[config.mk]
export PLATFORM = sky130hd
export DESIGN_NAME = decodificador_bcd_to_seg7
export DESIGN_NICKNAME = d
export VERILOG_FILES = /design/src/rtl/decodificador_bcd_to_seg7.sv
export SDC_FILE = /design/constraint.sdc
export NUM_CORES = 1
export LEC_CHECK = 0
export CORE_ASPECT_RATIO = 1.4
export CORE_UTILIZATION = 40
export DETAILED_ROUTE_END_ITERATION = 8
export PLACE_DENSITY = 0.62
export SYNTH_ARGS = -nofsm -noshare
export SYNTH_HDL_FRONTEND = slang
export SYNTH_SLANG_ARGS = --single-unit
export TNS_END_PERCENT = 100
[constraint.sdc]
create_clock -name clk -period 4.6 [get_ports clk]
set_clock_uncertainty 0.15 [all_clocks]
set_input_delay 0.69 -clock clk [delete_from_list [all_inputs] [get_ports clk]]
set_output_delay 0.69 -clock clk [all_outputs]
set_load 0.01 [all_outputs]
[src/rtl/decodificador_bcd_to_seg7.sv]
// Six-digit keypad entry display driver.
// Accepted BCD digits shift into a six-position register (newest in position 1)
// and every position is decoded to an active-low {g,f,e,d,c,b,a} segment pattern.
module decodificador_bcd_to_seg7 (
    input  logic       clk,
    input  logic       rst,
    input  logic [3:0] bcd_in,
    input  logic       key_valid,
    output logic [6:0] bcd1,
    output logic [6:0] bcd2,
    output logic [6:0] bcd3,
    output logic [6:0] bcd4,
    output logic [6:0] bcd5,
    output logic [6:0] bcd6
);

    localparam int unsigned NumPos = 6;

    // Active-low segment patterns, bit order {g,f,e,d,c,b,a}.
    localparam logic [6:0] Seg0     = 7'b1000000;
    localparam logic [6:0] Seg1     = 7'b1111001;
    localparam logic [6:0] Seg2     = 7'b0100100;
    localparam logic [6:0] Seg3     = 7'b0110000;
    localparam logic [6:0] Seg4     = 7'b0011001;
    localparam logic [6:0] Seg5     = 7'b0010010;
    localparam logic [6:0] Seg6     = 7'b0000010;
    localparam logic [6:0] Seg7     = 7'b1111000;
    localparam logic [6:0] Seg8     = 7'b0000000;
    localparam logic [6:0] Seg9     = 7'b0010000;
    localparam logic [6:0] SegBlank = 7'b1111111;

    // Index 0 holds position 1 (newest), index 5 holds position 6 (oldest).
    logic [3:0] digit_q [NumPos];
    logic [3:0] digit_d [NumPos];
    logic [NumPos-1:0] used_q;
    logic [NumPos-1:0] used_d;

    logic digit_legal;
    logic accept;

    logic [6:0] seg [NumPos];

    // Decode a stored position to segments; unused positions are blank.
    function automatic logic [6:0] seg7_encode(input logic [3:0] value, input logic used);
        logic [6:0] pattern;
        case (value)
            4'd0:    pattern = Seg0;
            4'd1:    pattern = Seg1;
            4'd2:    pattern = Seg2;
            4'd3:    pattern = Seg3;
            4'd4:    pattern = Seg4;
            4'd5:    pattern = Seg5;
            4'd6:    pattern = Seg6;
            4'd7:    pattern = Seg7;
            4'd8:    pattern = Seg8;
            4'd9:    pattern = Seg9;
            default: pattern = SegBlank;
        endcase
        if (!used) begin
            pattern = SegBlank;
        end
        return pattern;
    endfunction

    // Qualify the keypad strobe: only codes 0-9 are accepted, level-sensitive.
    always_comb begin
        digit_legal = (bcd_in <= 4'd9);
        accept      = key_valid && digit_legal;
    end

    // Next state: shift one position toward the oldest slot on accept, else hold.
    always_comb begin
        for (int k = 0; k < NumPos; k++) begin
            digit_d[k] = digit_q[k];
        end
        used_d = used_q;
        if (accept) begin
            for (int k = NumPos - 1; k > 0; k--) begin
                digit_d[k] = digit_q[k-1];
            end
            digit_d[0] = bcd_in;
            used_d     = {used_q[NumPos-2:0], 1'b1};
        end
    end

    // Digit values; reset clears to zero immediately.
    always_ff @(posedge clk or posedge rst) begin
        if (rst) begin
            for (int k = 0; k < NumPos; k++) begin
                digit_q[k] <= 4'd0;
            end
        end else begin
            for (int k = 0; k < NumPos; k++) begin
                digit_q[k] <= digit_d[k];
            end
        end
    end

    // Occupancy flags; reset marks every position blank.
    always_ff @(posedge clk or posedge rst) begin
        if (rst) begin
            used_q <= '0;
        end else begin
            used_q <= used_d;
        end
    end

    // Decode every position purely from stored state.
    always_comb begin
        for (int k = 0; k < NumPos; k++) begin
            seg[k] = seg7_encode(digit_q[k], used_q[k]);
        end
    end

    // Map decoded positions onto the display outputs.
    always_comb begin
        bcd1 = seg[0];
        bcd2 = seg[1];
        bcd3 = seg[2];
        bcd4 = seg[3];
        bcd5 = seg[4];
        bcd6 = seg[5];
    end

endmodule

==> out/qor.txt <==
=====================================================================================
Clock tree buffer depth ................................................            2
Largest net degree at the start of global routing ......................           31
Outcome ................................................................ finished clean
Dominant delay contributor by cell family on the critical path ......... buffers and inverters
Data arrival time at the worst-slack endpoint ..........................      2.05 ns
GR Layer Usage met3 ....................................................        3.64%
DRC viols ..............................................................            0
Number of filler instances in the final layout .........................          562
CTS clock-pin slew for the worst setup and hold paths ..................      0.07 ns
Clock tree from TritonCTS ..............................................          yes
Vias post-DR ...........................................................         1987
Count of routing violations after the opening detailed-route iteration .           32
Post-route cell area ...................................................  0.00301 mm2
F_max ..................................................................    0.346 GHz
Placed cell area .......................................................  0.00291 mm2
Fraction of met2 tracks used by global routing .........................        31.7%
Die Height .............................................................      93.7 um
Setup repair after global routing missed its margin ....................           no
Nets in the synthesized netlist ........................................          315
Depth of the worst hold-timing path ....................................            1
Worst-case setup slack after placement .................................      2.01 ns
Power Density ..........................................................   632 mW/mm2
Antenna violations before repair .......................................            0
CTS HTree Levels .......................................................            2
Kind of path behind the tightest hold check ............................ flop to flop
Maximum VDD drop .......................................................       265 uV
Worst stage delay on the critical path .................................      0.49 ns
Internal Pwr Total .....................................................    0.00115 W
Post-synthesis area per instance .......................................     8.65 um2
Register-to-Register Setup Slack .......................................      3.51 ns
Net switching power of the design ......................................   0.000753 W
CP bufs+invs ...........................................................            2
Logic gate share of total power ........................................        61.4%
Most frequent standard cell in the layout excluding fill and tap cells . clkdlybuf4s50_1
Most frequent cells in the layout ...................................... 48 x clkdlybuf4s50_1, 40 x o21ai_0, 31 x a21oi_1, 30 x ha_1, 30 x dfrtp_1
Total of endpoints with negative setup slack in the final report .......            0
Largest driver fanout on the critical path .............................            5
Fin crit share .........................................................        62.8%
Total Neg Setup Slack ..................................................         0 ns
Portion of total power attributed to sequential cells ..................        25.1%
End of the worst register-to-register path .............................   digit_q[7]
Area growth from synthesis to layout ...................................        25.3%
Mapped cell area .......................................................  0.00240 mm2
Met1 track demand over resource ........................................        18.9%
Hpwl dp ................................................................      3700 um
Mean number of vias per cell ...........................................         5.09
Max_cap viols ..........................................................            0
Count of antenna-violating nets left after detailed routing ............            0
Count of inserted antenna diode cells ..................................            0
Num CTS Buffers ........................................................            5
Starting density of the core ...........................................        41.3%
Input/output buffers ...................................................           48
Fraction of power consumed by the clock network ........................        13.5%
Clock sink count .......................................................           30
Total stage count of the critical path .................................            6
Final weighted congestion in routability-driven placement ..............        0.761
Die area ...............................................................  0.00633 mm2
Number of global-route vias before repair ..............................         1898
FF-to-FF path depth ....................................................            1
Leftover overflow at the end of global routing .........................            0
Crit end category ...................................................... primary output
Cells after synthesis ..................................................          278
CP Capture Point .......................................................      bcd5[3]
Required time at the worst-slack endpoint ..............................      3.76 ns
Remaining max-slew budget at the tightest pin ..........................        70.2%
Clock Tree Root ........................................................     clkbuf_8
Total routing usage reported by global routing .........................        17.2%
Slack of the critical path .............................................      1.71 ns
Start point of the critical path .......................................   digit_q[5]
Period minus WS final ..................................................      2.89 ns
Ordered cell list for the critical path ................................ inv_1 > ha_1 > or2_2 > a21oi_1 > o21ai_0 > clkdlybuf4s50_1
First-pass DRT Iterations ..............................................            5
Buffer count from post-CTS setup fixing ................................            0
# resized after CTS ....................................................            0
Post-synthesis sequential element count ................................           30
Core Footprint .........................................................  0.00582 mm2
Number of top-level pins ...............................................           49
Routed Wire Length .....................................................      4900 um
Slowest stage cell on the critical path ................................ clkdlybuf4s50_1
Final net count ........................................................          356
Switching power share of the total .....................................        39.5%
FP Rows ................................................................           33
Most congested layer reported by global routing ........................         met2
Worst flop-to-flop path startpoint .....................................  digit_q[11]
Number of buffers inserted by hold repair at cts .......................            0
Number of different library cells in the post-synthesis netlist ........           25
Ratio of cells with drive above 1 in the final layout ..................        9.06%
Number of warnings issued by yosys .....................................            0
Minimum hold slack .....................................................     0.481 ns
Worst Tran Pin Value ...................................................     0.447 ns
Critical setup path kind ............................................... flop to primary output
First-pass GRT wire length .............................................      8360 um
Die width ..............................................................      67.5 um
Leakage ................................................................      1.41 nW
Mean routed wirelength per cell ........................................      12.6 um
Final count of pins violating max slew .................................            0
Later-pin clock latency in the skew report .............................      0.28 ns
Core Util, Final .......................................................        51.8%
CP Launch Type .........................................................         flop
Fraction of the yosys area taken by sequential cells ...................        31.2%
Total count of hold-check failures in the final report .................            0
=====================================================================================
## worst min-delay path by stage
stage,start,endpoint,slack (ns)
final,digit_q[20],digit_q[20],0.48
after global routing,digit_q[20],digit_q[20],0.51
after CTS,digit_q[20],digit_q[20],0.48
after detailed placement,digit_q[20],digit_q[20],0.47
after global placement,digit_q[20],digit_q[20],0.47
after floorplan,used_q[0],used_q[0],0.39
## cells in the mapped netlist
master | count | share of area [%]
dfrtp_1 | 30 | 31
nor2b_1 | 3 | 0.78
o22ai_1 | 3 | 0.78
nand2_1 | 21 | 3.3
buf_2 | 6 | 1.2
o21ai_2 | 1 | 0.36
o211ai_1 | 5 | 1.6
a2bb2oi_1 | 1 | 0.36
buf_6 | 1 | 0.47
clkbuf_1 | 7 | 1.1
nor2_1 | 10 | 1.6
or2_2 | 5 | 1.3
a21oi_1 | 31 | 6.5
nand2_4 | 1 | 0.47
ha_1 | 30 | 16
a31oi_1 | 3 | 0.78
a22oi_1 | 2 | 0.62
inv_1 | 22 | 3.4
nand2b_1 | 23 | 6.0
buf_4 | 1 | 0.31
mux2_2 | 8 | 3.7
o21ai_0 | 40 | 8.3
mux2_4 | 5 | 3.1
mux2i_1 | 14 | 5.8
and2_1 | 5 | 1.3
## cell type report
| type | instances | area [um2] | share of cell area (%) |
|---|---|---|---|
| multi-input cells | 211 | 1500 | 49.6 |
| flip-flops and latches | 30 | 751 | 24.9 |
| repair buffers | 49 | 488 | 16.2 |
| well taps | 70 | 87.6 | 2.91 |
| inverters | 22 | 82.6 | 2.74 |
| clock buffers | 5 | 68.8 | 2.28 |
| clock inverters | 3 | 40.0 | 1.33 |
## power by group through the flow
stage	clock (W)	combinational (W)	sequential, W
global placement	0	0.00118	0.000482
global route	0.000277	0.00132	0.000503
finish	0.000258	0.00117	0.000478
floorplan	0	0.000722	0.000389
CTS	0.000264	0.00119	0.000479
detailed placement	0	0.00118	0.000485
## metrics by stage
stage | power (W) | instances
floorplan | 0.00111 | 278
global placement | 0.00166 | 382
detailed placement | 0.00167 | 382
CTS | 0.00193 | 390
global route | 0.00210 | 390
finish | 0.00191 | 390
## sequential cells by signal (all words and copies together), names as in the netlist
| register | count |
|---|---|
| digit_q | 24 |
| used_q | 6 |
## layer usage
layer	vias up	wire length, um
li1	1021	-
met1	925	2020
met2	34	2660
met3	7	139
met4	0	78
met5	-	0
## kinds of logic (layout without fill, tap and decap cells)
family          after synthesis  count (layout)  synth area share (%)
buf+inv                      37              79                  6.56
flops                        30              30                  31.2
simple gates                 68              68                  14.7
mux                          27              27                  12.7
compound gates               86              86                  19.3
fa+ha+maj                    30              30                  15.6
(Power assumes the default switching activity.)
